--- src/rtl/usr_pkg.sv ---
// Shared definitions for the Universal Shift Register family: op-codes and serial bit order.
package usr_pkg;

    localparam logic [1:0] NO_OPERATIONS      = 2'h0;
    localparam logic [1:0] SHIFT_DATA_LEFT    = 2'h1;
    localparam logic [1:0] SHIFT_DATA_RIGHT   = 2'h2;
    localparam logic [1:0] LOAD_PARALLEL_DATA = 2'h3;

    typedef enum logic {
        SHIFT_DIR_MSB_FIRST = 1'b0,
        SHIFT_DIR_LSB_FIRST = 1'b1
    } shift_dir_e;

endpackage

--- src/rtl/word_holding_register.sv ---
// One-entry valid/ready output buffer; a load that finds it full and not draining is dropped and flagged.
module word_holding_register #(
    parameter int DATA_WIDTH = 16
) (
    input  logic                  clk,
    input  logic                  rst_n,
    input  logic                  load,
    input  logic [DATA_WIDTH-1:0] load_data,
    input  logic                  ready,
    input  logic                  clear_error,
    output logic [DATA_WIDTH-1:0] data,
    output logic                  valid,
    output logic                  overrun
);

    logic accept;
    logic load_ok;
    logic drop;

    // Loading while the held word leaves this cycle lets words stream back to back.
    assign accept  = valid && ready;
    assign load_ok = load && (!valid || ready);
    assign drop    = load && !load_ok;

    always_ff @(posedge clk or negedge rst_n) begin
        if (!rst_n) begin
            data    <= '0;
            valid   <= 1'b0;
            overrun <= 1'b0;
        end else begin
            if (load_ok) begin
                data  <= load_data;
                valid <= 1'b1;
            end else if (accept) begin
                valid <= 1'b0;
            end
            if (drop) begin
                overrun <= 1'b1;
            end else if (clear_error) begin
                overrun <= 1'b0;
            end
        end
    end

endmodule

--- src/rtl/usr_serial_word_receiver.sv ---
// Rebuilds parallel words from the serial stream of a Universal Shift Register and
// presents them on a valid/ready port.
module usr_serial_word_receiver
    import usr_pkg::*;
#(
    parameter  int DATA_WIDTH  = 16,
    localparam int COUNT_WIDTH = $clog2(DATA_WIDTH + 1)
) (
    input  logic                   Clk_In,
    input  logic                   Reset_n_In,
    input  logic                   Enable_In,
    input  logic                   Shift_Direction_In,
    input  logic                   Frame_Start_In,
    input  logic                   Serial_Data_In,
    input  logic                   Serial_Valid_In,
    output logic [DATA_WIDTH-1:0]  Parallel_Data_Out,
    output logic                   Parallel_Valid_Out,
    input  logic                   Parallel_Ready_In,
    output logic [COUNT_WIDTH-1:0] Bit_Count_Out,
    output logic                   Overrun_Error_Out,
    input  logic                   Clear_Error_In
);

    localparam logic [COUNT_WIDTH-1:0] LAST_BIT = COUNT_WIDTH'(DATA_WIDTH - 1);

    logic [DATA_WIDTH-1:0]  asm_q, asm_next, asm_base, shifted;
    logic [COUNT_WIDTH-1:0] count_q, count_next;
    shift_dir_e             dir_q, dir_next, dir_bit;
    logic                   take;
    logic                   word_done;

    always_comb begin
        take       = Enable_In && Serial_Valid_In;
        // Bit order is decided by the first bit of a word and then held for the rest of it.
        dir_bit    = ((count_q == '0) || Frame_Start_In) ? shift_dir_e'(Shift_Direction_In) : dir_q;
        asm_base   = Frame_Start_In ? '0 : asm_q;
        shifted    = (dir_bit == SHIFT_DIR_MSB_FIRST) ? {asm_base[DATA_WIDTH-2:0], Serial_Data_In}
                                                      : {Serial_Data_In, asm_base[DATA_WIDTH-1:1]};
        asm_next   = asm_q;
        count_next = count_q;
        dir_next   = dir_q;
        word_done  = 1'b0;
        if (take) begin
            asm_next = shifted;
            dir_next = dir_bit;
            if (Frame_Start_In) begin
                count_next = COUNT_WIDTH'(1);
            end else if (count_q == LAST_BIT) begin
                count_next = '0;
                word_done  = 1'b1;
            end else begin
                count_next = count_q + 1'b1;
            end
        end else if (Frame_Start_In) begin
            asm_next   = '0;
            count_next = '0;
        end
    end

    always_ff @(posedge Clk_In or negedge Reset_n_In) begin
        if (!Reset_n_In) begin
            asm_q   <= '0;
            count_q <= '0;
            dir_q   <= SHIFT_DIR_MSB_FIRST;
        end else begin
            asm_q   <= asm_next;
            count_q <= count_next;
            dir_q   <= dir_next;
        end
    end

    assign Bit_Count_Out = count_q;

    // The completed word is taken from the next-state value so it appears one cycle after its last bit.
    word_holding_register #(
        .DATA_WIDTH (DATA_WIDTH)
    ) u_hold (
        .clk         (Clk_In),
        .rst_n       (Reset_n_In),
        .load        (word_done),
        .load_data   (asm_next),
        .ready       (Parallel_Ready_In),
        .clear_error (Clear_Error_In),
        .data        (Parallel_Data_Out),
        .valid       (Parallel_Valid_Out),
        .overrun     (Overrun_Error_Out)
    );

endmodule

--- config.mk ---
export PLATFORM = sky130hd
export DESIGN_NAME = usr_serial_word_receiver
export DESIGN_NICKNAME = d
export VERILOG_FILES = /design/src/rtl/usr_pkg.sv /design/src/rtl/word_holding_register.sv /design/src/rtl/usr_serial_word_receiver.sv
export SDC_FILE = /design/constraint.sdc
export NUM_CORES = 1
export LEC_CHECK = 0
export CORE_ASPECT_RATIO = 0.6
export CORE_MARGIN = 3
export CORE_UTILIZATION = 54
export CTS_BUF_LIST = sky130_fd_sc_hd__clkbuf_2 sky130_fd_sc_hd__clkbuf_4 sky130_fd_sc_hd__clkbuf_8
export CTS_CLUSTER_SIZE = 24
export DETAILED_ROUTE_END_ITERATION = 12
export PLACE_DENSITY = 0.81
export SYNTH_ARGS = -nofsm -noshare
export SYNTH_HDL_FRONTEND = slang
export SYNTH_SLANG_ARGS = --single-unit
--- constraint.sdc ---
create_clock -name Clk_In -period 2.8 [get_ports Clk_In]
set_clock_uncertainty 0.2 [all_clocks]
set_input_delay 0.42 -clock Clk_In [delete_from_list [all_inputs] [get_ports Clk_In]]
set_output_delay 0.42 -clock Clk_In [all_outputs]
set_load 0.05 [all_outputs]
==> results.cfg <==
[outcome]
outcome = finished, final reports clean

[synthesis]
synth-edff-count = 0
seq_area_frac_synth = 0.543
netlist_instances = 182
ys_seq_elements = 40
synth_async_sr_flop_share = 1.00
yosysTopAreaCell = dfrtp_1
syn_nets = 193
synth.avg_cell_area_um2 = 10.1
ys_top_cells_by_area = dfrtp_1, mux2i_1, o21ai_0, nand2_1, a21oi_1
ys_warn_count = 0
syn-cell-area_um2 = 1840
yosysTopAreaCellShare = 0.543
synth_cell_types = 31
synth_ff_type = dfrtp_1

[placed_design]
gp_congestion = 0.904
dpl.hpwl_um = 2950
portBuffers = 31
pre_cts_ws_ns = 0.346

[power_and_ir_drop]
power_density_nw_per_um2 = 524
p_leak_nw = 1.02
ir_drop_uv = 385

[cts]
cts_tree = yes
worstSkewPairLatency_ns = 0.29
root_buffer = clkbuf_8
htreeDepth = 2
clkSinkCount = 40
cts_setup_buffers = 0
cts-hold-fix-buffers = 0
cts_resized = 0
path_clk_slew_ns = 0.07
cts_buffer_depth = 2
numCtsBuffers = 5

[sta]
min_period_ns = 2.38
rsz0062_at_grt = no
relSlewSlack = 0.426
setup_violations = 0
maxSlewViolCount = 0
setup_tns_ns = 0
tightest_slew_ns = 0.861
fin_crit_sh = 0.849
max_freq_mhz = 421
holdWs_ns = 0.0377
fin_ws_ns = 0.422
hold_viol_final = 0

[worst_setup_path]
crit_path_start = Bit_Count_Out[0]
start_kind = flip-flop
r2r_cells = 7
r2r_setup_slack_ns = 0.42
worstPathRequired_ns = 2.75
cp.arrival_ns = 2.32
worstReg2RegStart = Bit_Count_Out[0]
critPathMaxFanout = 14
cp-end-kind = flip-flop
reg2reg_to = u_hold.data[3]
worstSetupPathType = flip-flop to flip-flop

[grt]
grt_max_degree = 41
antenna_found_initial = 0
grt.total_usage = 0.216
grt_pass1_wl_um = 6610
grt_overflow_total = 0
grt_pass1_vias = 1438

[finish]
drive_gt1_frac = 0.0704
nets = 223
insertedDiodeCount = 0
fillerInstances = 225
syn_to_final_growth_pct = 22.9

[die]
die_y_um = 51.3
die_area_um2 = 4170
die_w_um = 81.4
initial_core_util = 0.602
io_pins = 32
fp.coreArea_um2 = 3060
core.rowCount = 15

[detailed_routing]
ant_nets = 0
first_pass_iters = 4
drcViolationCount = 0
vias = 1500
routed_wl_um = 4110
first_iter_violations = 155
wire_per_inst_um = 16.1
vias_per_cell = 5.88

[run]
maxCapViolCount = 0

[min_path]
hold_class = input port to async pin
-- worst max-delay path by stage --
stage | to | slack, ns | cells past startpoint
2_1_floorplan | asm_q[10] | 0.43 | 7
3_3_place_gp | u_hold.data[2] | 0.44 | 5
3_5_place_dp | u_hold.data[14] | 0.35 | 5
4_1_cts | u_hold.data[1] | 0.44 | 7
5_1_grt | u_hold.data[1] | 0.30 | 7
6_report | u_hold.data[3] | 0.42 | 7
-- per-layer routing --
metal	global-route usage	routed length [µm]
met3	0.0599	354
met1	0.304	1890
met4	0.0871	53
met5	0	0
met2	0.314	1800
-- cell usage after synthesis, types with 2 or more instances --
cell type   n
clkbuf_1    7
nand3_1     6
inv_1       5
o21ai_0    23
o211ai_1    2
buf_2       3
ha_1        2
a31oi_1     3
o21ai_1     9
buf_6       2
mux2i_1    14
nor2_1      6
nand2_1    22
a21oi_1    16
and3_1      2
dfrtp_1    40
nand4_1     4
o22ai_1     3
-- layout make-up --
| cell class | instances | area [µm²] | area share |
|---|---|---|---|
| multi-input combinational | 125 | 759 | 0.335 |
| clock buffer | 8 | 97.6 | 0.0431 |
| sequential | 40 | 1000 | 0.442 |
| tap | 42 | 52.6 | 0.0232 |
| inverter | 5 | 18.8 | 0.00829 |
| timing repair buffer | 35 | 335 | 0.148 |
-- registers in the layout, summed over array words and instances (netlist names) --
signal and cells:
Bit_Count_Out 5, u_hold.valid 1, asm_q 16, dir_q 1
u_hold.overrun 1, u_hold.data 16
-- worst max-delay path, stage by stage (launching register included) --
cell and delay [ns]:
dfrtp_1 0.44, inv_1 0.10, ha_1 0.16, nor4b_4 0.32, mux2i_4 0.29, buf_4 0.28, mux2i_1 0.31, o21ai_0 0.12
-- power by group --
| part | internal, mW | switching [mW] | leakage [nW] |
|---|---|---|---|
| sequential | 0.598 | 0.0221 | 0.546 |
| combinational | 0.0651 | 0.0945 | 0.420 |
| clock | 0.220 | 0.188 | 0.0523 |
-- cell usage in the layout (no fill, tap or decap), types with 2 or more instances in the layout --
cell,synthesis,final
a21oi_1,16,16
a31oi_1,3,3
and3_1,2,2
buf_4,0,4
clkbuf_4,0,2
clkbuf_8,0,6
clkdlybuf4s50_1,0,30
dfrtp_1,40,40
ha_1,2,2
inv_1,5,5
mux2i_1,14,14
nand2_1,22,22
nand3_1,6,6
nand4_1,4,4
nor2_1,6,6
o211ai_1,2,2
o21ai_0,23,23
o21ai_1,9,9
o22ai_1,3,3
-- per-stage QoR --
stage           util  power (mW)  std cells  instance area, µm²
6_report       0.740        1.19        255                2260
2_1_floorplan      -       0.734        182                1840
3_5_place_dp   0.708       0.787        247                2170
4_1_cts        0.740        1.19        255                2260
5_1_grt        0.740        1.23        255                2260
3_3_place_gp   0.708       0.780        247                2170
-- logic make-up (layout without fill, tap and decap cells) --
group,Yosys count,count (layout),synth area share
AO/OA/AOI/OAI,57,57,0.163
XOR/XNOR,1,1,0.00475
adder cells (fa/ha/maj),2,2,0.0136
buffers and inverters,17,48,0.0448
flip-flops,40,40,0.543
multiplexers,15,15,0.0883
AND/OR/NAND/NOR,50,50,0.143
No activity file was read; power rests on OpenSTA's default activity.
==> RTL edit 1: new RTL, config.mk and constraints unchanged <==
Compare `count_q` against `LAST_BIT` with >= in place of ==.
--- a/src/rtl/usr_serial_word_receiver.sv
+++ b/src/rtl/usr_serial_word_receiver.sv
@@ -45,7 +45,7 @@
             dir_next = dir_bit;
             if (Frame_Start_In) begin
                 count_next = COUNT_WIDTH'(1);
-            end else if (count_q == LAST_BIT) begin
+            end else if (count_q >= LAST_BIT) begin
                 count_next = '0;
                 word_done  = 1'b1;
             end else begin
Behaviour: no difference found for any inputs over 10 cycles, from zero or initial values and one cycle with Reset_n_In low; that may be too few to reach the edited logic, so the function may still have changed.
==> RTL edit 1 against the original RTL <==
- synthesized area up 2.9%
- setup slack worse by 0.037 ns
- maximum frequency down 1.5%
- via count up 7.9%
- core utilization up 1.4 points
- sequential share of layout area down 1.4 points
- sequential cell count unchanged
- routed wire length up 5.1%
- power about the same
- final area up 3.2%
- global-route usage up 1.6 points
==> RTL edit 1: results (changes against the original RTL) <==
stage	metric	value	unit	change
grt	vias in the first global route	1553		was 1438
grt	met3 GRT Util	7.79	%	was 5.99%
routing	Avg Vias per Cell	6.11		was 5.88
power	Leakage	0.992	nW	was 1.02 nW
place	detailed-placement wirelength estimate	3070	µm	was 2950 µm
routing	met1 wire length	1950	µm	was 1890 µm
synthesis	synth top area cells	dfrtp_1 53%, nor2_1 6.5%, o21ai_0 4.8%		was dfrtp_1 54%, mux2i_1 7.6%, o21ai_0 6.2%
grt	GR Util met1	31.2	%	was 30.4%
synthesis	Compound-Gate Fraction of Synth Area	20.7	%	was 16.3%
power	peak supply drop	0.000358	V	was 0.000385 V
timing	Slew @ Worst Pin	0.852	ns	was 0.861 ns
routing	Initial DRC Count	85		was 155
synthesis	most frequent cells after synthesis	40 x dfrtp_1, 33 x nor2_1, 18 x o21ai_0		was 40 x dfrtp_1, 23 x o21ai_0, 22 x nand2_1
synthesis	synth unique cells	35		was 31
place	DP Cell Count	258		was 247
routing	routed length per placed instance	16.3	µm	was 16.1 µm
grt	first-pass GRT wire length	7360	µm	was 6610 µm
place	RD Place Congestion	0.852		was 0.904
cells_and_area	nets	235		was 223
cells_and_area	share of cells above drive strength 1	7.17	%	was 7.04%
status	status	finished clean		unchanged
routing	WL met3	347	µm	was 354 µm
synthesis	sequential area share after synthesis	52.8	%	was 54.3%
grt	Total Routing Usage GR	23.2	%	was 21.6%
critical_path	CP max FO	13		was 14
synthesis	XOR/XNOR Fraction of Synth Area	0	%	was 0.475%
critical_path	delay-heaviest family, CP	compound AO/OA/AOI/OAI gates		was multiplexers
RTL edit 1: cell types whose count changed in the layout (fill, tap and decap cells not counted), moves of 8 or more:
cell      change
o21ai_1       -8
nor2_1       +27
mux2i_1      -10
a31oi_1       +9
a311oi_1     +10
a21oi_1       -9
nand2_1      -17
RTL edit 1: final cells by class:
| class | count | area (µm²) | share of cell area, % |
|---|---|---|---|
| clock buffer | 7 | 96.3 | 4.12 |
| sequential | 40 | 1000 | 42.8 |
| inverter | 4 | 15.0 | 0.642 |
| multi-input combinational | 136 | 830 | 35.5 |
| timing repair buffer | 36 | 343 | 14.7 |
| tap | 42 | 52.6 | 2.25 |
RTL edit 1: final timing paths:
check	startpoint	end	slack, ns	cells after the start
max	Bit_Count_Out[0]$_DFFE_PN0P_	asm_q[5]$_DFF_PN0_	0.39	6
min reg2reg	u_hold.overrun$_DFFE_PN0P_	u_hold.overrun$_DFFE_PN0P_	0.32	2
max reg2reg	Bit_Count_Out[0]$_DFFE_PN0P_	asm_q[5]$_DFF_PN0_	0.39	6
min in group Clk_In	u_hold.overrun$_DFFE_PN0P_	u_hold.overrun$_DFFE_PN0P_	0.32	2
max in group asynchronous	Reset_n_In	u_hold.data[10]$_DFFE_PN0P_	1.83	1
min	Reset_n_In	Bit_Count_Out[0]$_DFFE_PN0P_	0.03	1
RTL edit 1: report_power, final:
part	total (mW)	leakage, nW	switching, mW	internal [mW]
Clock	0.412	0.0503	0.193	0.219
Combinational	0.157	0.396	0.0959	0.0610
Sequential	0.617	0.546	0.0204	0.597
Total	1.19	0.992	0.309	0.877
==> RTL edit 2: new RTL, same flow settings <==
Made on the original files. `DATA_WIDTH` is set to 16 in 2 places; all go to 32.
--- a/src/rtl/word_holding_register.sv
+++ b/src/rtl/word_holding_register.sv
@@ -1,6 +1,6 @@
 // One-entry valid/ready output buffer; a load that finds it full and not draining is dropped and flagged.
 module word_holding_register #(
-    parameter int DATA_WIDTH = 16
+    parameter int DATA_WIDTH = 32
 ) (
     input  logic                  clk,
     input  logic                  rst_n,
--- a/src/rtl/usr_serial_word_receiver.sv
+++ b/src/rtl/usr_serial_word_receiver.sv
@@ -3,7 +3,7 @@
 module usr_serial_word_receiver
     import usr_pkg::*;
 #(
-    parameter  int DATA_WIDTH  = 16,
+    parameter  int DATA_WIDTH  = 32,
     localparam int COUNT_WIDTH = $clog2(DATA_WIDTH + 1)
 ) (
     input  logic                   Clk_In,
Ports: changed (resized Bit_Count_Out and Parallel_Data_Out); port bits go from 32 to 49. The function was not compared with the original's and may differ.
==> RTL edit 2 against the original RTL <==
- final area rose by 120%
- routed wire length up 140%
- sequential power up 85%
- power grew 100%
- synthesized cell count is 130% higher
- sequential cell count up 33
- die area rose by 110%
- setup slack worse by 0.16 ns
- synthesized area is 130% higher
- count of clock-buffer cells in the layout is 5 higher
- global-route usage increased by 2.1 points
==> RTL edit 2: results (changes against the original RTL) <==
stage	metric	value	unit	change
routing	metal2 WL	4330	µm	was 1800 µm
routing	DR vias	3500		was 1500
place	DP Cell Count	545		was 247
critical_path	delay-heaviest family, CP	compound AO/OA/AOI/OAI gates		was multiplexers
timing	Tcrit/Tclk final	90.5	%	was 84.9%
worst_hold_path	type of the most critical hold path	flip-flop to flip-flop		was input port to async pin
cells_and_area	nets	464		was 223
grt	GR Util met1	34.3	%	was 30.4%
routing	met1 wire length	4580	µm	was 1890 µm
grt	largest net degree at the start of global routing	70		was 41
critical_path	crit-path max cell delay	0.42	ns	was 0.44 ns
clock_tree	# H-tree levels	3		was 2
synthesis	synth unique cells	46		was 31
critical_path	r2r setup slk	0.27	ns	was 0.42 ns
clock_tree	TritonCTS buffer count	9		was 5
critical_path	RR Endpoint	asm_q[30]$_DFF_PN0_		was u_hold.data[3]$_DFFE_PN0P_
synthesis	most frequent cells after synthesis	73 x dfrtp_1, 68 x nor2_1, 51 x mux2i_1		was 40 x dfrtp_1, 23 x o21ai_0, 22 x nand2_1
cells_and_area	Non-Filler Instances	562		was 255
power	Leakage	2.10	nW	was 1.02 nW
routing	WL met3	692	µm	was 354 µm
grt	Total Routing Usage GR	23.6	%	was 21.6%
power	peak supply drop	0.000360	V	was 0.000385 V
routing	Initial DRC Count	264		was 155
critical_path	critical path arrival	2.56	ns	was 2.32 ns
place	RD Place Congestion	0.841		was 0.904
clock_tree	Worst-Skew Late Latency	0.36	ns	was 0.29 ns
timing	Rel. slew slack	61.4	%	was 42.6%
status	status	finished clean		unchanged
synthesis	Avg Cell Area, Syn	10.1	µm²	about the same
place	IO buf count	48		was 31
cells_and_area	share of cells above drive strength 1	13.3	%	was 7.04%
synthesis	ys async rst share	100	%	unchanged
synthesis	synth top area cells	dfrtp_1 44%, mux2i_1 12%, a221oi_2 7.2%		was dfrtp_1 54%, mux2i_1 7.6%, o21ai_0 6.2%
cells_and_area	Fill cells	590		was 225
synthesis	syn_nets	424		was 193
grt	met3 GRT Util	6.61	%	was 5.99%
routing	first-pass iteration count of the detailed router	5		was 4
cells_and_area	antenna fix cells	0		unchanged
routing	routed length per placed instance	17.3	µm	was 16.1 µm
place	detailed-placement wirelength estimate	6530	µm	was 2950 µm
grt	vias in the first global route	3173		was 1438
critical_path	CP max FO	20		was 14
place	Placement Cell Area	4760	µm²	was 2170 µm²
place	pre-CTS WS	0.185	ns	was 0.346 ns
grt	first-pass GRT wire length	16500	µm	was 6610 µm
grt	met2 Track Usage GR	34.6	%	was 31.4%
-- RTL edit 2: cell families after synthesis --
kind of cell | count (synthesis) | share of synthesized area [%]
AO/OA/AOI/OAI | 141 | 26.1
XOR/XNOR | 2 | 0.422
adder cells (fa/ha/maj) | 2 | 0.602
buffers and inverters | 42 | 4.97
flip-flops | 73 | 44.0
multiplexers | 54 | 13.5
AND/OR/NAND/NOR | 99 | 10.4
-- RTL edit 2: area by class of cell --
cell class / instances / share of cell area (%)
clock inverter: 3 / 0.303
timing repair buffer: 66 / 13.6
clock buffer: 13 / 3.36
inverter: 5 / 0.379
sequential: 73 / 36.9
tap: 104 / 2.63
multi-input combinational: 298 / 42.8
-- RTL edit 2: repair_timing --
action	4_1_cts	5_1_grt
setup endpoints to repair	0	0
endpoints found under the hold margin	16	0
hold buffers	1	0
-- RTL edit 2: power breakdown --
group	switching [mW]	internal [mW]
Combinational	0.271	0.195
Sequential	0.0643	1.09
Clock	0.378	0.386
